## config.mk

```make
export PLATFORM = sky130hd
export DESIGN_NAME = comparator_offset_cal
export DESIGN_NICKNAME = d
export VERILOG_FILES = /design/src/rtl/cal_pkg.sv /design/src/rtl/cal_sample_acc.sv /design/src/rtl/comparator_offset_cal.sv
export SDC_FILE = /design/constraint.sdc
export NUM_CORES = 1
export LEC_CHECK = 0
export ABC_AREA = 1
export CAP_MARGIN = 20
export CORE_MARGIN = 4
export CORE_UTILIZATION = 60
export DETAILED_ROUTE_END_ITERATION = 12
export GPL_TIMING_DRIVEN = 1
export HOLD_SLACK_MARGIN = 0.12
export PLACE_DENSITY = 0.81
export SETUP_SLACK_MARGIN = 0.5
export SYNTH_ARGS = -nofsm -noshare
export SYNTH_HDL_FRONTEND = slang
export SYNTH_SLANG_ARGS = --single-unit
```

## constraint.sdc

```tcl
create_clock -name clk -period 4.1 [get_ports clk]
set_input_delay 0.82 -clock clk [delete_from_list [all_inputs] [get_ports clk]]
set_output_delay 0.82 -clock clk [all_outputs]
set_load 0.01 [all_outputs]
```

## src/rtl/cal_pkg.sv

```systemverilog
// Shared types and defaults for the comparator offset calibration engine.
package cal_pkg;

    // Default trim magnitude width
    localparam int TRIM_W_DEF = 5;

    typedef enum logic [2:0] {
        IDLE   = 3'd0,
        SETTLE = 3'd1,
        SAMPLE = 3'd2,
        DECIDE = 3'd3,
        DONE   = 3'd4
    } cal_state_t;

    typedef enum logic {
        LEFT  = 1'b0,
        RIGHT = 1'b1
    } side_t;

endpackage

```

## src/rtl/cal_sample_acc.sv

```systemverilog
// Sample accumulator: 2-FF synchroniser on the asynchronous comparator
// output, a ones counter enabled during sampling, and the majority compare.
// A tie (count == N/2) resolves to 0.
module cal_sample_acc #(
    parameter int AVG_LOG2 = 3
) (
    input  logic clk,
    input  logic rst_n,
    input  logic clr,
    input  logic en,
    input  logic cap_out,
    output logic majority
);

    localparam int                N_SAMP = 1 << AVG_LOG2;
    localparam int                CNT_W  = AVG_LOG2 + 1;
    localparam logic [CNT_W-1:0]  HALF   = CNT_W'(N_SAMP / 2);

    logic             sync1_q;
    logic             sync2_q;
    logic [CNT_W-1:0] cnt_q;

    // Two-flop synchroniser bringing cap_out into the clk domain
    always_ff @(posedge clk) begin
        if (!rst_n) begin
            sync1_q <= 1'b0;
            sync2_q <= 1'b0;
        end else begin
            sync1_q <= cap_out;
            sync2_q <= sync1_q;
        end
    end

    // Count synchronised ones while sampling; cleared ahead of each window
    always_ff @(posedge clk) begin
        if (!rst_n) begin
            cnt_q <= '0;
        end else if (clr) begin
            cnt_q <= '0;
        end else if (en && sync2_q) begin
            cnt_q <= cnt_q + CNT_W'(1);
        end else begin
            cnt_q <= cnt_q;
        end
    end

    assign majority = (cnt_q > HALF);

endmodule

```

## src/rtl/comparator_offset_cal.sv

```systemverilog
// Closed-loop offset calibration for one flash-ADC comparator: a sign
// decision with trims at zero, then a TRIM_W-bit SAR on the magnitude of the
// selected side. Optional feature macro: CAL_OVERRIDE_EN (adds ovr_en /
// ovr_code for a direct, registered trim override).
module comparator_offset_cal
    import cal_pkg::*;
#(
    parameter int TRIM_W     = TRIM_W_DEF,
    parameter int AVG_LOG2   = 3,
    parameter int SETTLE_CYC = 4
) (
    input  logic              clk,
    input  logic              rst_n,
    input  logic              cal_start,
    input  logic              cap_out,
    output logic [TRIM_W-1:0] b_left,
    output logic [TRIM_W-1:0] b_right,
    output logic              cal_busy,
    output logic              cal_done,
    output logic              cal_sat
`ifdef CAL_OVERRIDE_EN
    ,
    input  logic              ovr_en,
    input  logic signed [TRIM_W:0] ovr_code
`endif
);

    localparam int N_SAMP  = 1 << AVG_LOG2;
    localparam int SEQ_MAX = (SETTLE_CYC > N_SAMP) ? SETTLE_CYC : N_SAMP;
    localparam int CNT_W   = $clog2(SEQ_MAX) + 1;
    localparam int BIT_W   = $clog2(TRIM_W + 1);
    localparam logic [CNT_W-1:0]  SETTLE_LAST = CNT_W'(SETTLE_CYC - 1);
    localparam logic [CNT_W-1:0]  SAMPLE_LAST = CNT_W'(N_SAMP - 1);
    localparam logic [TRIM_W-1:0] MSB_MASK    = TRIM_W'(1) << (TRIM_W - 1);

    generate
        if (SETTLE_CYC < 2) begin : g_bad_settle
            $error("SETTLE_CYC must be at least 2 to cover the input synchroniser");
        end
    endgenerate

    cal_state_t        state_q;
    side_t             side_q;
    logic              pol_q;
    logic              sign_step_q;
    logic [BIT_W-1:0]  bit_q;
    logic [CNT_W-1:0]  cnt_q;
    logic [TRIM_W-1:0] b_left_q;
    logic [TRIM_W-1:0] b_right_q;
    logic              busy_q;
    logic              done_q;
    logic              sat_q;

    logic              acc_clr_s;
    logic              acc_en_s;
    logic              majority_s;
    logic [TRIM_W-1:0] sel_mag_s;
    logic [TRIM_W-1:0] bit_mask_s;
    logic [TRIM_W-1:0] kept_mag_s;
    logic [TRIM_W-1:0] next_mag_s;

    cal_sample_acc #(
        .AVG_LOG2 (AVG_LOG2)
    ) u_acc (
        .clk      (clk),
        .rst_n    (rst_n),
        .clr      (acc_clr_s),
        .en       (acc_en_s),
        .cap_out  (cap_out),
        .majority (majority_s)
    );

    // Accumulator control: clear while settling, count while sampling
    always_comb begin
        acc_clr_s = (state_q == SETTLE);
        acc_en_s  = (state_q == SAMPLE);
    end

    // SAR arithmetic on the selected side: resolve the trial bit, then arm the next one
    always_comb begin
        sel_mag_s  = (side_q == LEFT) ? b_left_q : b_right_q;
        bit_mask_s = TRIM_W'(1) << bit_q;
        kept_mag_s = (majority_s == pol_q) ? sel_mag_s : (sel_mag_s & ~bit_mask_s);
        next_mag_s = (bit_q == BIT_W'(0)) ? kept_mag_s : (kept_mag_s | (bit_mask_s >> 1));
    end

`ifdef CAL_OVERRIDE_EN
    logic signed [TRIM_W:0] ovr_neg_s;
    logic [TRIM_W-1:0]      ovr_left_s;
    logic [TRIM_W-1:0]      ovr_right_s;

    // Override decode; negating the most-negative code overflows, so saturate it
    always_comb begin
        ovr_neg_s   = -ovr_code;
        ovr_left_s  = ovr_code[TRIM_W] ? (ovr_neg_s[TRIM_W] ? {TRIM_W{1'b1}} : ovr_neg_s[TRIM_W-1:0])
                                       : {TRIM_W{1'b0}};
        ovr_right_s = (!ovr_code[TRIM_W] && (ovr_code != '0)) ? ovr_code[TRIM_W-1:0]
                                                              : {TRIM_W{1'b0}};
    end
`endif

    // Calibration FSM with settle/sample sequencing and registered outputs
    always_ff @(posedge clk) begin
        if (!rst_n) begin
            state_q     <= IDLE;
            side_q      <= LEFT;
            pol_q       <= 1'b0;
            sign_step_q <= 1'b0;
            bit_q       <= '0;
            cnt_q       <= '0;
            b_left_q    <= '0;
            b_right_q   <= '0;
            busy_q      <= 1'b0;
            done_q      <= 1'b0;
            sat_q       <= 1'b0;
`ifdef CAL_OVERRIDE_EN
        end else if (ovr_en) begin
            state_q     <= IDLE;
            cnt_q       <= '0;
            busy_q      <= 1'b0;
            done_q      <= 1'b0;
            sat_q       <= 1'b0;
            b_left_q    <= ovr_left_s;
            b_right_q   <= ovr_right_s;
`endif
        end else begin
            case (state_q)
                IDLE, DONE: begin
                    if (cal_start) begin
                        state_q     <= SETTLE;
                        cnt_q       <= '0;
                        sign_step_q <= 1'b1;
                        b_left_q    <= '0;
                        b_right_q   <= '0;
                        busy_q      <= 1'b1;
                        done_q      <= 1'b0;
                        sat_q       <= 1'b0;
                    end else if (state_q == IDLE) begin
                        // Idle always presents neutral trims (e.g. after override release)
                        b_left_q    <= '0;
                        b_right_q   <= '0;
                    end else begin
                        state_q     <= DONE;
                    end
                end
                SETTLE: begin
                    if (cnt_q == SETTLE_LAST) begin
                        state_q <= SAMPLE;
                        cnt_q   <= '0;
                    end else begin
                        cnt_q   <= cnt_q + CNT_W'(1);
                    end
                end
                SAMPLE: begin
                    if (cnt_q == SAMPLE_LAST) begin
                        state_q <= DECIDE;
                        cnt_q   <= '0;
                    end else begin
                        cnt_q   <= cnt_q + CNT_W'(1);
                    end
                end
                DECIDE: begin
                    if (sign_step_q) begin
                        // Sign step: a high majority means positive offset, trim on the left
                        sign_step_q <= 1'b0;
                        pol_q       <= majority_s;
                        side_q      <= majority_s ? LEFT : RIGHT;
                        bit_q       <= BIT_W'(TRIM_W - 1);
                        b_left_q    <= majority_s ? MSB_MASK : {TRIM_W{1'b0}};
                        b_right_q   <= majority_s ? {TRIM_W{1'b0}} : MSB_MASK;
                        state_q     <= SETTLE;
                    end else begin
                        if (side_q == LEFT) begin
                            b_left_q  <= next_mag_s;
                        end else begin
                            b_right_q <= next_mag_s;
                        end
                        if (bit_q == BIT_W'(0)) begin
                            state_q <= DONE;
                            busy_q  <= 1'b0;
                            done_q  <= 1'b1;
                            sat_q   <= &kept_mag_s;
                        end else begin
                            bit_q   <= bit_q - BIT_W'(1);
                            state_q <= SETTLE;
                        end
                    end
                end
                default: begin
                    state_q   <= IDLE;
                    b_left_q  <= '0;
                    b_right_q <= '0;
                    busy_q    <= 1'b0;
                    done_q    <= 1'b0;
                    sat_q     <= 1'b0;
                end
            endcase
        end
    end

    assign b_left   = b_left_q;
    assign b_right  = b_right_q;
    assign cal_busy = busy_q;
    assign cal_done = done_q;
    assign cal_sat  = sat_q;

endmodule

```

Word-level counts from Yosys, hierarchy flattened:

Index checks and enable logic that the tools add are counted.

* flip-flop bits (word level): 32
* bits of input ports: 4
* output and inout bits: 13
* word-level logic and storage cells: 97

* $add $sub $neg: 3
* order comparisons: 1
* eq/ne operators: 17
* shift-type cells: 1
* muxes and demuxes: 39
* bitwise gates (word level): 5
* reductions and logical operators: 17

Operators with widths (count)
* $mux 5: 11
* $pmux 5 s3: 2
* $mux 3: 8
* $mux 4: 3
* $ne 3x3->1 const B: 4
* $pmux 3 s4: 1
* $pmux 4 s3: 1
* $ne 2x2->1 const B: 5
* $mux 1: 9
* $pmux 1 s3: 3
* $reduce_and 3->1: 3
* $add 4x1->4 const B: 2
* $reduce_and 2->1: 4
* $eq 3x2->1 const B: 2
* $logic_not 3->1: 2
* $reduce_or 2->1: 3
* $and 5x5->5: 1
* $not 5->5: 1
* $or 5x4->5: 1
* $reduce_and 5->1: 1
* $shl 1x3->5 const A: 1
* $eq 4x2->1 const B: 1
* $eq 4x3->1 const B: 1
* $gt 4x3->1 const B: 1
* 11 further kinds: 12

Longest topological paths before layout:

Gate-level depths: netlist (run 1).

* depth after elaboration: 9
* gate-level depth with buffers: 11
* depth with buffers taken out: 11

By module:

Synthesis (run 1) repeated with hierarchy kept, for this count alone.

* cell total of the unflattened synthesis: 260
* area, all modules: 1739.2 um^2

By module, submodules not included
* comparator_offset_cal: times used 1, cells an instance 224, area an instance 1463.9 um^2, seq. area each 520.5 um^2
* cal_sample_acc: times used 1, cells an instance 36, area an instance 275.3 um^2, seq. area each 120.1 um^2

Least setup slack after synthesis (run 1):

No wires, ideal clock.

* path type: input to register
* start point: input port cal_start
* end point: register cnt_q[2]
* setup time: 133 ps
* arrival time: 1333 ps
* data required time: 3967 ps
* setup slack: 2634 ps
* stages on the path: 7
* path buffers: 0
* cells stage by stage: inv_1 nor3_1 inv_1 nand2_2 inv_2 nor2_1 nor3_1

* longest elaborated chain between the ends: 2

RTL lines
* from (decl): RTL line comparator_offset_cal.sv:14 `input logic cal_start,`
* $ne 2x2->1 (no line)
* $reduce_and 2->1 (no line)
* to (signal assigned): RTL line comparator_offset_cal.sv:151 `cnt_q <= cnt_q + CNT_W'(1);`
* to (signal assigned): RTL line comparator_offset_cal.sv:159 `cnt_q <= cnt_q + CNT_W'(1);`
* to (decl): RTL line comparator_offset_cal.sv:47 `logic [CNT_W-1:0] cnt_q;`

Every way passes these cells.
A chain may end at the register's enable or synchronous reset.

Final worst setup path (run 1):

* start point: register b_right_q[4], in the netlist b_right[4]
* end point: output port b_right[4]

RTL lines
* from (decl): RTL line comparator_offset_cal.sv:49 `logic [TRIM_W-1:0] b_right_q;`
* from (signal assigned): RTL line comparator_offset_cal.sv:170 `b_right_q <= majority_s ? {TRIM_W{1'b0}} : MSB_MASK;`
* from (signal assigned): RTL line comparator_offset_cal.sv:176 `b_right_q <= next_mag_s;`
* to (decl): RTL line comparator_offset_cal.sv:17 `output logic [TRIM_W-1:0] b_right,`

No word-level cell between the ends.

==> impl_results.rst, run 1 <==
.. list-table::
   :header-rows: 1

   * - Metric
     - Value
   * - Number of cell rows
     - 18
   * - Growth of design area from synthesis to finish
     - 15.9%
   * - Number of nets at the end of the flow
     - 269
   * - CP top delay family
     - buffers and inverters
   * - Netlist Area Pre-Place
     - roughly 1700 µm²
   * - First-pass iteration count of the detailed router
     - 4
   * - Actual slew at the worst max-slew pin
     - around 0.59 ns
   * - Number of buffers created by CTS
     - 5
   * - Cell breakdown of the critical path
     - clkdlybuf4s50_1
   * - Clock Latency Late Sink
     - 0.35 ns
   * - Slack of the worst reg-to-reg path
     - roughly 2.5 ns
   * - Most frequently used cell type in the post-synthesis netlist
     - nand2_1
   * - Core footprint
     - roughly 2600 µm²
   * - Worst IR Drop VDD
     - about 0.54 mV
   * - Crit Path Class
     - flop to primary output
   * - Power per Cell Area
     - just over 600 nW/µm²
   * - DIE AREA
     - about 3700 µm²
   * - Area contributors post-synth
     - dfxtp_1 (38%), nand2_1 (13%), a21oi_1 (6.9%), ha_1 (6.0%), inv_1 (5.8%)
   * - CP startpoint kind
     - flop
   * - Count of endpoints failing hold in the final timing report
     - 0
   * - Avg WL per Cell
     - 12.3 µm
   * - Final Wtd Congestion
     - between 0.8 and 0.9
   * - Final worst path period need
     - ~2.1 ns
   * - Remaining routing DRC violations
     - 0
   * - First-pass GRT wire length
     - about 6200 µm
   * - Startpoint of the most critical hold path
     - u_acc.sync1_q$_SDFF_PN0_
   * - N_diodes
     - 0
   * - Portion of the post-synthesis area used by sequential elements
     - between 30% and 40%
   * - Initial antenna violation count
     - 0
   * - Max transition margin
     - between 60% and 70%
   * - Most used flip-flop cell after synthesis
     - dfxtp_1
   * - CTS Buffer Depth
     - 2
   * - I/O pin count
     - 17
   * - Startpoint of the lowest-slack register-to-register path
     - bit_q[1]$_SDFFE_PN0P_
   * - Clock tree root buffer cell
     - clkbuf_4
   * - Area share of the leading cell type in the synthesized netlist
     - roughly two fifths
   * - Cell with the largest stage delay on the worst path
     - clkdlybuf4s50_1
   * - Maximum single-stage delay on the critical path
     - ~0.57 ns
   * - Maximum clock rate
     - approximately 0.47 GHz
   * - Vias post-DR
     - between 1.5k and 2k
   * - Mapped Nets
     - approximately 250
   * - Total negative slack for setup checks
     - 0 ns
   * - Count of port buffers added during placement
     - 16
   * - Max-slew violations
     - 0
   * - Critical Path End Type
     - primary output
   * - Unrepaired setup endpoints after global routing
     - no
   * - Filler Cell Count
     - 213
   * - Area of placed instances
     - 1860 µm²
   * - Antenna violation net count after detailed routing
     - 0
   * - Via density per instance
     - between 5 and 6
   * - Share of flip-flops with an asynchronous set or reset
     - 0%
   * - Final setup margin
     - slightly below 2 ns
   * - Routed wire length
     - 3550 µm
   * - Quantity of gates resized following cts
     - 0
   * - Count of buffers added by post-CTS timing repair for setup
     - 0
   * - Yosys cell types
     - 26
   * - WP data required
     - about 3.3 ns
   * - Die Y
     - about 61 µm
   * - Type of the most critical hold path
     - flop to flop
   * - Per-instance average area after synthesis
     - 7.09 µm²
   * - Seq cells post-synth
     - 32
   * - CTS tree
     - built
   * - EDFF count, synth
     - 0
   * - Count of max-cap constraint violations
     - 0
   * - TritonCTS Sinks
     - 32
   * - Critical path fanouts, max
     - 3
   * - Top cell type by total area after synthesis
     - dfxtp_1
   * - Gate count after technology mapping
     - 236
   * - Via count of the first global-routing pass
     - ~1.4k
   * - Final Skew
     - 0.0143 ns
   * - HPWL after DPL
     - roughly 2600 µm
   * - Detailed Route Iter0 Violations
     - 88
   * - Launching instance or port of the critical path
     - b_right[4]$_SDFFE_PN0P_
   * - Global routing usage summed across all routing layers
     - ~23%
   * - Gr ovfl total
     - 0
   * - H-tree level count
     - 2
   * - Worst Hold Margin
     - roughly 0.44 ns
   * - Leakage power summed over all cells
     - ~0.86 nW
   * - Share of layout cells above drive strength 1
     - 11.6%
   * - Pin count of the biggest net entering global routing
     - 18
   * - Die width
     - 60.8 µm
   * - Crit path buffers/inverters
     - 1
   * - Clock slew seen by the registers of the worst setup and hold paths
     - 0.11 ns
   * - Run status
     - completed
   * - Top cells by count, synth
     - nand2_1 (59), dfxtp_1 (32), inv_1 (26)
   * - Starting Density
     - 65.2%
   * - Cts hold-fix bufs
     - 0
   * - Crit path DAT
     - ~1.3 ns
   * - Total non-filler cell area in the finished layout
     - around 1900 µm²
   * - Syn. warnings
     - 0
   * - Minimum setup slack after placement
     - about 1.7 ns
   * - Ratio of final minimum period to clock period
     - approximately half
   * - Setup violations, final
     - 0
==> cell usage in the layout, fill, tap and decap left out, types with 2 or more instances in the layout <==
master | Yosys | routed
nor3_1 | 2 | 2
o21ai_1 | 11 | 11
a211oi_1 | 3 | 3
o21ai_0 | 4 | 4
nor2_1 | 24 | 24
ha_1 | 8 | 8
inv_2 | 6 | 6
inv_1 | 26 | 26
nand2_1 | 59 | 59
o21a_1 | 2 | 2
nor2_4 | 2 | 2
nand2_2 | 4 | 4
clkbuf_4 | 0 | 5
dfxtp_1 | 32 | 32
clkdlybuf4s50_1 | 0 | 16
a21oi_1 | 23 | 23
nand3_1 | 15 | 15
nor2_2 | 4 | 4
==> per-stage QoR <==
| step | power (W) | instances | utilization (%) |
|---|---|---|---|
| after CTS | 0.00120 | 288 | 75.5 |
| final | 0.00120 | 288 | 75.5 |
| after detailed placement | 0.000959 | 280 | 72.6 |
| after global routing | 0.00129 | 288 | 75.5 |
| after global placement | 0.000954 | 280 | 72.6 |
| after floorplan | 0.000788 | 236 | - |
==> area by class of cell <==
class                   count  area [µm²]  area share, %
repair buffers             16         160           8.26
clock buffers               6        41.3           2.13
multi-input cells         170         905           46.6
clock inverters             2        35.0           1.81
well taps                  30        37.5           1.94
flip-flops and latches     32         641           33.0
inverters                  32         120           6.19
==> worst paths after layout <==
check,end,depth (start not counted)
max,b_right[4],1
min,u_acc.sync2_q$_SDFF_PN0_,2
max reg2reg,bit_q[2]$_SDFFE_PN0P_,10
min reg2reg,u_acc.sync2_q$_SDFF_PN0_,2
==> power by group <==
| group | leakage (nW) | total (W) | internal, W | switching, W |
|---|---|---|---|---|
| Sequential | 0.261 | 0.000452 | 0.000382 | 0.0000708 |
| Combinational | 0.558 | 0.000504 | 0.000210 | 0.000294 |
| Clock | 0.0422 | 0.000240 | 0.000128 | 0.000112 |
==> state kept, by name, summed over array words and instances (netlist names) <==
signal and flops:
u_acc.sync2_q 1, sign_step_q 1, cal_sat 1, b_right 5, u_acc.cnt_q 4, pol_q 1
u_acc.sync1_q 1, cal_done 1, state_q 3, side_q 1, b_left 5, cnt_q 4
bit_q 3, cal_busy 1
==> tightest hold or removal path, delay by kind of cell (launching register included) <==
kind | cells | cell delay [ns]
DFF | 1 | 0.32
buffers and inverters | 1 | 0.03
and+or+nand+nor | 1 | 0.06
==> cells by family after synthesis <==
family	after synthesis	synth area share (%)
DFF	32	38.3
and+or+nand+nor	116	32.7
buffers and inverters	34	7.63
adders and majority gates	8	5.98
AOI/OAI and AO/OA	45	14.9
xor gates and xnor gates	1	0.524
==> routing by layer <==
layer	GRT usage [%]	wire [µm]	share of wire, %
met2	33.3	1550	44
met3	6.60	175	4.9
met1	31.5	1760	50
met5	0	0	0
met4	9.29	59	1.7
Power figures use the tool's default switching activity.
==> run 2, diff against run 1 <==
Settings changed: CORE_UTILIZATION 60 to 56, PLACE_DENSITY 0.81 to 0.76.
Clock period 4.1 ns to 2 ns, I/O delays scaled along.
==> run 2 against run 1 <==
Clock skew fell by 0.0027 ns. Setup slack worse by 1.5 ns. Power increased by 100%.
==> impl_results.rst, run 2 (synthesized netlist as in run 1, its figures left out) <==
.. list-table::
   :header-rows: 1

   * - Metric
     - Value
   * - Run status
     - completed
   * - CTS Buffer Depth
     - 2
   * - First-pass GRT wire length
     - between 5000 and 6000 µm
   * - Critical path fanouts, max
     - 5
   * - Maximum clock rate
     - 0.675 GHz
   * - Area of placed instances
     - between 1500 and 2000 µm²
   * - DIE AREA
     - 3930 µm²
   * - Via count of the first global-routing pass
     - between 1k and 1.5k
   * - Unrepaired setup endpoints after global routing
     - yes
   * - Remaining routing DRC violations
     - 0
   * - Crit path DAT
     - approximately 1.7 ns
   * - Number of buffers created by CTS
     - 5
   * - Core footprint
     - about 2800 µm²
   * - First-pass iteration count of the detailed router
     - 4
   * - Most common cell after layout, fill and taps aside
     - nand2_1
   * - Number of cell rows
     - 19
   * - HPWL after DPL
     - about 2600 µm
   * - Detailed Route Iter0 Violations
     - 88
   * - Path depth of the worst reg2reg path
     - 10
   * - Power per Cell Area
     - approximately 1200 nW/µm²
   * - Count of max-cap constraint violations
     - 0
   * - Startpoint of the lowest-slack register-to-register path
     - bit_q[0]$_SDFFE_PN0P_
   * - Share of layout cells above drive strength 1
     - about a fifth
   * - H-tree level count
     - 2
   * - Maximum single-stage delay on the critical path
     - 0.36 ns
   * - Clock slew seen by the registers of the worst setup and hold paths
     - about 0.11 ns
   * - Die width
     - between 60 and 70 µm
   * - Worst setup endpoint
     - bit_q[2]$_SDFFE_PN0P_
   * - Initial antenna violation count
     - 0
   * - Ratio of final minimum period to clock period
     - between 70% and 80%
   * - Count of endpoints failing hold in the final timing report
     - 0
   * - Cell breakdown of the critical path
     - inv_4, ha_4, inv_2, nor2_2, nand2_1, nand2_2, inv_2, nand2_1, xor2_1, a21oi_1
   * - Type of the most critical hold path
     - flop to flop
   * - Final Wtd Congestion
     - ~0.86
   * - Max transition margin
     - between 60% and 70%
   * - Die Y
     - 62.7 µm
   * - Worst reg2reg path endpoint
     - bit_q[2]$_SDFFE_PN0P_
   * - Clock Latency Late Sink
     - 0.33 ns
   * - Worst IR Drop VDD
     - approximately 0.75 mV
   * - Routed wire length
     - approximately 3700 µm
   * - CTS tree
     - built
   * - Number of nets at the end of the flow
     - between 200 and 300
   * - Via density per instance
     - between 5 and 6
   * - Cts hold-fix bufs
     - 0
   * - Slack of the worst reg-to-reg path
     - ~0.52 ns
   * - Antenna violation net count after detailed routing
     - 0
   * - Pin count of the biggest net entering global routing
     - 14
   * - N_diodes
     - 0
   * - Count of port buffers added during placement
     - 16
   * - Avg WL per Cell
     - about 13 µm
   * - Actual slew at the worst max-slew pin
     - roughly 0.46 ns
   * - Vias post-DR
     - 1545
   * - Final Skew
     - between 0.01 and 0.015 ns
   * - CP startpoint kind
     - flop
   * - Starting Density
     - about three fifths
   * - Growth of design area from synthesis to finish
     - 21.4%
   * - Final worst path period need
     - roughly 1.5 ns
   * - WP data required
     - around 2.2 ns
   * - Total non-filler cell area in the finished layout
     - just over 2000 µm²
   * - TritonCTS Sinks
     - 32
   * - Critical Path End Type
     - flop
   * - Clock tree root buffer cell
     - clkbuf_4
   * - Most frequent cells in the layout
     - nand2_1 (55), dfxtp_1 (27), a21oi_1 (23)
   * - Worst Hold Margin
     - 0.428 ns
   * - Leakage power summed over all cells
     - between 0.9 and 1 nW
   * - Filler Cell Count
     - around 240
   * - Launching instance or port of the critical path
     - bit_q[0]$_SDFFE_PN0P_
   * - Setup violations, final
     - 0
   * - Gr ovfl total
     - 0
   * - Cell with the largest stage delay on the worst path
     - dfxtp_2
   * - I/O pin count
     - 17
   * - Max-slew violations
     - 0
   * - Global routing usage summed across all routing layers
     - a little under a fifth
   * - Crit Path Class
     - flop to flop
   * - Total negative slack for setup checks
     - 0 ns
-- run 2: cell count changes in the layout (fill, tap and decap cells not counted), moves of 3 or more --
cell             delta
clkdlybuf4s50_1    -13
dlygate4sd2_1      +13
inv_1               -6
dfxtp_1             -5
dfxtp_2             +5
inv_2               +5
nand2_1             -4
buf_4               +3
ha_1                -3
nand2_4             +3
-- run 2: what timing repair did --
item,in CTS,in global routing
gates cloned,0,0
buffers inserted,1,0
pin swaps,1,9
setup endpoints to repair,20,18
gates resized for setup,20,22
-- run 2: layout make-up --
class / count / area [µm²] / share of cell area (%)
Multi-Input combinational cell: 170 / 980 / 48.2
Clock buffer: 6 / 41.3 / 2.03
Tap cell: 31 / 38.8 / 1.91
Timing Repair Buffer: 19 / 166 / 8.19
Inverter: 32 / 123 / 6.04
Clock inverter: 2 / 35.0 / 1.73
Sequential cell: 32 / 647 / 31.9
-- run 2: worst min path at each step --
stage                                   startpoint                  endpoint  cells past startpoint
after floorplan           u_acc.sync1_q$_SDFF_PN0_  u_acc.sync2_q$_SDFF_PN0_                      2
after global placement    u_acc.sync1_q$_SDFF_PN0_  u_acc.sync2_q$_SDFF_PN0_                      2
after detailed placement  u_acc.sync1_q$_SDFF_PN0_  u_acc.sync2_q$_SDFF_PN0_                      2
after CTS                 u_acc.sync1_q$_SDFF_PN0_  u_acc.sync2_q$_SDFF_PN0_                      2
after global routing      u_acc.sync1_q$_SDFF_PN0_  u_acc.sync2_q$_SDFF_PN0_                      2
final                     u_acc.sync1_q$_SDFF_PN0_  u_acc.sync2_q$_SDFF_PN0_                      2
-- run 2: worst max-delay path, delay by kind of cell (launching register included) --
family	cells	cell delay, ns
AOI/OAI and AO/OA	1	0.08
DFF	1	0.36
and+or+nand+nor	4	0.44
buffers and inverters	3	0.17
xor gates and xnor gates	1	0.15
adders and majority gates	1	0.14
-- run 2: where the power goes --
| part | internal [W] | switching (W) |
|---|---|---|
| Sequential | 0.000785 | 0.000143 |
| Combinational | 0.000376 | 0.000605 |
| Clock | 0.000262 | 0.000221 |
| Total | 0.00142 | 0.000969 |
-- run 2: per-layer routing --
metal	GRT usage, %	up-vias	routed length (µm)
li1	-	811	-
met1	26.5	698	1890
met2	27.8	34	1640
met3	4.32	2	153
met4	6.61	0	21
met5	0	-	0
-- run 2: per-stage QoR --
stage | power (W) | util [%] | worst slack [ns] | instances
2_1_floorplan | 0.00162 | - | 0.560 | 236
3_3_place_gp | 0.00195 | 67.0 | 0.396 | 283
3_5_place_dp | 0.00196 | 67.0 | 0.383 | 283
4_1_cts | 0.00237 | 69.8 | 0.506 | 292
5_1_grt | 0.00256 | 72.4 | 0.461 | 292
6_report | 0.00239 | 72.4 | 0.518 | 292
==> RTL change 1: new RTL, config.mk and constraints of run 1 <==
Change the package constant `TRIM_W_DEF` from 5 to 10.
--- a/src/rtl/cal_pkg.sv
+++ b/src/rtl/cal_pkg.sv
@@ -3,5 +3,5 @@
 
     // Default trim magnitude width
-    localparam int TRIM_W_DEF = 5;
+    localparam int TRIM_W_DEF = 10;
 
     typedef enum logic [2:0] {
Ports: changed (resized b_left and b_right); port bits go from 17 to 27. No check against the original RTL was run, so the function may have changed too.
==> RTL change 1 against run 1 <==
Sequential cell count is 11 higher; setup slack worse by 0.020 ns; combinational power is 50% higher; clock power is 25% higher; sequential share of layout area is 0.11 points lower; final area up 35%; via count up 38%; routed wire length increased by 45%; global-route usage is 0.55 points lower; sequential power up 43%; synthesized area increased by 34%; total power up 43%; critical endpoint is now side_q.
==> RTL change 1: results (changes against run 1) <==
Placement
  • Routability-driven placement congestion ratio: 0.9199 (was 0.8272)
  • Buffers added on ports: 26 (was 16)
  • Post-DP HPWL: 3.672 mm (was 2.625 mm)

Global routing
  • Initial antenna violation count: 0 (unchanged)
  • GRT Util Overall: 22.26% (was 22.81%)
  • Largest net degree at the start of global routing: 21 (was 18)
  • First-pass GRT wire length: 8.983 mm (was 6.182 mm)
  • Vias in the first global route: 1,988 (was 1,369)

Worst setup path
  • Crit-path max FO: 17 (was 3)
  • Flop2flop setup slack: 2.13 ns (was 2.45 ns)
  • Register-to-Register Path Depth: 13 (was 10)
  • Crit Reg-Reg Startpoint: u_acc.cnt_q[0] (was bit_q[1])
  • Worst r2r dst: cal_sat (was bit_q[2])
  • Setup crit start: rst_n (was b_right[4])

Clock network
  • Clock slew at reported path FFs: 0.08 ns (was 0.11 ns)
  • Post-CTS setup buffer count: 0 (unchanged)
  • CTS root buf: clkbuf_8 (was clkbuf_4)
  • Htree depth: 2 (unchanged)
  • Worst-case clock buffer depth: 2 (unchanged)
  • Cts repair resizes: 0 (unchanged)
  • Latest clock arrival within the worst-skew pair: 0.30 ns (was 0.35 ns)
  • Num CTS Buffers: 5 (unchanged)

Run status
  • Status: finished clean (unchanged)

Worst hold path
  • Hold path cells: 2 (unchanged)
  • Worst Hold Path EP: u_acc.sync2_q (unchanged)
  • Min-delay src: u_acc.sync1_q (unchanged)
  • Min-delay worst type: flip-flop to flip-flop (unchanged)

Synthesis
  • Synth Warn #: 0 (unchanged)
  • Seq/Total Area, Yosys: 38.52% (was 38.29%)
  • Top post-synthesis cells by area: dfxtp_1 (39%), nand2_1 (11%), a21oi_1 (7.8%) (was dfxtp_1 (38%), nand2_1 (13%), a21oi_1 (6.9%))
  • EDFF count, synth: 0 (unchanged)
  • Commonest cells in the netlist: nand2_1 (68), dfxtp_1 (43), inv_1 (37) (was nand2_1 (59), dfxtp_1 (32), inv_1 (26))
  • Syn Nets: 331 (was 248)
  • Asr flop ratio synth: 0% (unchanged)
  • Netlist cell types: 34 (was 26)

Finish
  • Fillcell total: 294 (was 213)
  • Number of nets in the layout: 357 (was 269)
  • Ant diodes: 0 (unchanged)
  • Share of cells above drive strength 1: 6.936% (was 11.63%)

Routing
  • Drt first pass iters: 4 (unchanged)
  • DR vias: 2,120 (was 1,535)
  • Routed WL: 5.145 mm (was 3.550 mm)
  • Initial drt markers: 138 (was 88)

Timing
  • Tightest Pin Transition: 0.5726 ns (was 0.5888 ns)
  • Hold slack: 0.4555 ns (was 0.4405 ns)
  • Final setup skew: 0.006715 ns (was 0.01432 ns)

Power and ir drop
  • Peak VDD IR: 527.3 uV (was 540.3 uV)
  • Leak: 1.101 nW (was 0.8606 nW)
## RTL change 1: changes by cell type in the layout (fill, tap and decap cells not counted), sizes merged, moves of 2 or more
cell and delta:
o21ai +21, a21oi +13, dfxtp +11, clkdlybuf4s50 +10, inv +9, nor2 +6, nand2 +4, buf +3
a31oi +2, nand3 +2, nand3b -2, nand4 +2, o21a -2
## RTL change 1: how the worst max path moves through the flow
| stage | end | slack (ns) | depth (start not counted) |
|---|---|---|---|
| final | side_q | 1.96 | 3 |
| after global placement | side_q | 1.74 | 3 |
| after floorplan | b_right[3] | 2.57 | 7 |
| after CTS | side_q | 2.02 | 3 |
| after detailed placement | u_acc.cnt_q[3] | 1.72 | 5 |
| after global routing | b_right[8] | 1.87 | 11 |
## RTL change 1: metrics by stage
| stage | setup WS, ns | std cells | power (W) | cell area (sq um) |
|---|---|---|---|---|
| floorplan | 2.572 | 319 | 0.001106 | 2235 |
| global placement | 1.745 | 384 | 0.001396 | 2511 |
| detailed placement | 1.717 | 384 | 0.001405 | 2511 |
| CTS | 2.019 | 392 | 0.001706 | 2615 |
| global route | 1.867 | 392 | 0.001838 | 2615 |
| finish | 1.964 | 392 | 0.001706 | 2615 |
## RTL change 1: critical path: stages
cell	delay, ns
clkdlybuf4s50_1	0.83
inv_1	0.39
a211oi_1	0.30
## RTL change 1: cell families after synthesis
group                    share of synthesized area, %
AO/OA/AOI/OAI                                   20.33
buffers and inverters                           9.966
AND/OR/NAND/NOR                                 25.92
XOR/XNOR                                       0.7840
adder cells (fa/ha/maj)                         4.479
flip-flops                                      38.52
## RTL change 1: where the power goes
| group | switching (W) | leakage [nW] | internal [W] |
|---|---|---|---|
| clock | 0.000148 | 0.0505 | 0.000153 |
| sequential | 0.000103 | 0.350 | 0.000545 |
| combinational | 0.000422 | 0.700 | 0.000335 |
| total | 0.000673 | 1.10 | 0.00103 |
## RTL change 1: cell type report
| cell class | count | area, sq um | area share [%] |
|---|---|---|---|
| Multi-Input combinational cell | 224 | 1151 | 44.02 |
| Sequential cell | 43 | 860.8 | 32.92 |
| Timing Repair Buffer | 29 | 282.8 | 10.81 |
| Inverter | 42 | 158.9 | 6.077 |
| Clock buffer | 7 | 96.34 | 3.684 |
| Tap cell | 46 | 57.56 | 2.201 |
| Clock inverter | 1 | 7.507 | 0.2871 |
## RTL change 1: metal layers
metal	vias up	track usage [%]	wire, microns
met2	56	34.64	2187
li1	1093	-	-
met4	0	5.857	46
met5	-	0	0
met3	5	5.669	277
met1	966	30.61	2633
==> RTL change 2: new RTL, flow settings as in run 1 <==
Made on the original files. Add an input register stage for `cal_start` and `cap_out`, without a reset; this delays them by one clock.
--- a/src/rtl/comparator_offset_cal.sv
+++ b/src/rtl/comparator_offset_cal.sv
@@ -34,4 +34,12 @@
     localparam logic [TRIM_W-1:0] MSB_MASK    = TRIM_W'(1) << (TRIM_W - 1);
 
+    logic cal_start_q;
+    logic cap_out_q;
+
+    always_ff @(posedge clk) begin
+        cal_start_q <= cal_start;
+        cap_out_q   <= cap_out;
+    end
+
     generate
         if (SETTLE_CYC < 2) begin : g_bad_settle
@@ -67,5 +75,5 @@
         .clr      (acc_clr_s),
         .en       (acc_en_s),
-        .cap_out  (cap_out),
+        .cap_out  (cap_out_q),
         .majority (majority_s)
     );
@@ -127,5 +135,5 @@
             case (state_q)
                 IDLE, DONE: begin
-                    if (cal_start) begin
+                    if (cal_start_q) begin
                         state_q     <= SETTLE;
                         cnt_q       <= '0;
Behaviour: not the same (a bounded check fails within 4 cycles, from zero or initial values and one cycle with rst_n low).
==> RTL change 2 against run 1 <==
Setup slack improved by 0.0044 ns; critical endpoint unchanged; critical path type unchanged; sequential cell count is 2 higher; synthesized area up 2.3%; count of clock-buffer cells in the layout decreased by 1; total power decreased by 2.8%; final area is 2.7% higher; largest power group unchanged; sequential share of layout area is 1.1 points higher; routed wire length grew 0.70%.
==> RTL change 2: results (changes against run 1) <==
Run status
  • Status: finished clean (unchanged)

Routing
  • DR vias: 1,467 (was 1,535)
  • Initial drt markers: 71 (was 88)
  • Routed WL: 3.575 mm (was 3.550 mm)
  • Drt first pass iters: 4 (unchanged)

Synthesis
  • Netlist cell types: 28 (was 26)
  • Top post-synthesis cells by area: dfxtp_1 (40%), nand2_1 (12%), a21oi_1 (6.7%) (was dfxtp_1 (38%), nand2_1 (13%), a21oi_1 (6.9%))
  • Asr flop ratio synth: 0% (unchanged)
  • Cells after Synth: 234 (was 236)
  • Synth Area in Adders: 5.848% (was 5.984%)
  • Post-synthesis mux area share: 0% (unchanged)
  • Commonest cells in the netlist: nand2_1 (55), dfxtp_1 (34), inv_1 (24), nor2_1 (24), a21oi_1 (23) (was nand2_1 (59), dfxtp_1 (32), inv_1 (26))
  • Syn Nets: 246 (was 248)
  • Seq/Total Area, Yosys: 39.77% (was 38.29%)
  • Post-synthesis compound-gate area fraction: 14.55% (was 14.88%)
  • Area share of xor/xnor cells in the synthesized design: 2.047% (was 0.5236%)

Placement
  • Routability-driven placement congestion ratio: 0.8125 (was 0.8272)
  • Placed Instance Area: 0.001909 sq mm (was 0.001863 sq mm)
  • Post-DP HPWL: 2.632 mm (was 2.625 mm)
  • Dpl ws: 2.054 ns (was 1.696 ns)

Power and ir drop
  • Leak: 0.8656 nW (was 0.8606 nW)
  • Sw frac: 39.23% (was 39.87%)
  • Clk. pwr: 0.000250 W (was 0.000240 W)
  • Reg power frac: 39.2% (was 37.8%)
  • PwrDens: 583.6 mW/mm^2 (was 616.7 mW/mm^2)
  • Peak VDD IR: 624.5 uV (was 540.3 uV)

Clock network
  • Latest clock arrival within the worst-skew pair: 0.35 ns (about the same)
  • Post-CTS setup buffer count: 0 (unchanged)

Global routing
  • First-pass GRT wire length: 5.982 mm (was 6.182 mm)
  • Vias in the first global route: 1,296 (was 1,369)
  • Largest net degree at the start of global routing: 18 (unchanged)
  • GRT Util Overall: 21.81% (was 22.81%)

Worst setup path
  • Crit Reg-Reg Startpoint: bit_q[0] (was bit_q[1])
  • Family with the most delay on the worst path: buffers and inverters (unchanged)

Timing
  • Slew headroom: 72.65% (was 60.63%)
  • Final setup skew: 0.01384 ns (was 0.01432 ns)

Finish
  • Share of cells above drive strength 1: 12.45% (was 11.63%)
  • Number of nets in the layout: 268 (was 269)
## RTL change 2: cell types whose count changed after synthesis, sizes merged, moves of 2 or more
cell and change:
o21ai -2, xor2 +3, dfxtp +2, inv -2, nor2 -3
## RTL change 2: cell type report
class	count	area (sq um)
multi-input cells	168	909.6
repair buffers	17	167.7
well taps	31	38.79
fillers	220	742.0
clock buffers	5	37.54
clock inverters	3	45.04
inverters	30	112.6
flip-flops and latches	34	680.7
## RTL change 2: path summary, 6_finish.rpt
path	end	slack (ns)	cells past startpoint
setup / recovery	b_right[4]	1.99	1
hold / removal	u_acc.sync2_q	0.43	2
setup reg to reg	cal_sat	2.48	9
hold reg to reg	u_acc.sync2_q	0.43	2
## RTL change 2: per-layer routing
metal  global-route usage (%)  vias up  wire, microns
li1                         -      797              -
met1                    30.99      636           1790
met2                    30.82       30           1592
met3                    7.547        4            152
met4                    7.273        0             39
met5                        0        -              0
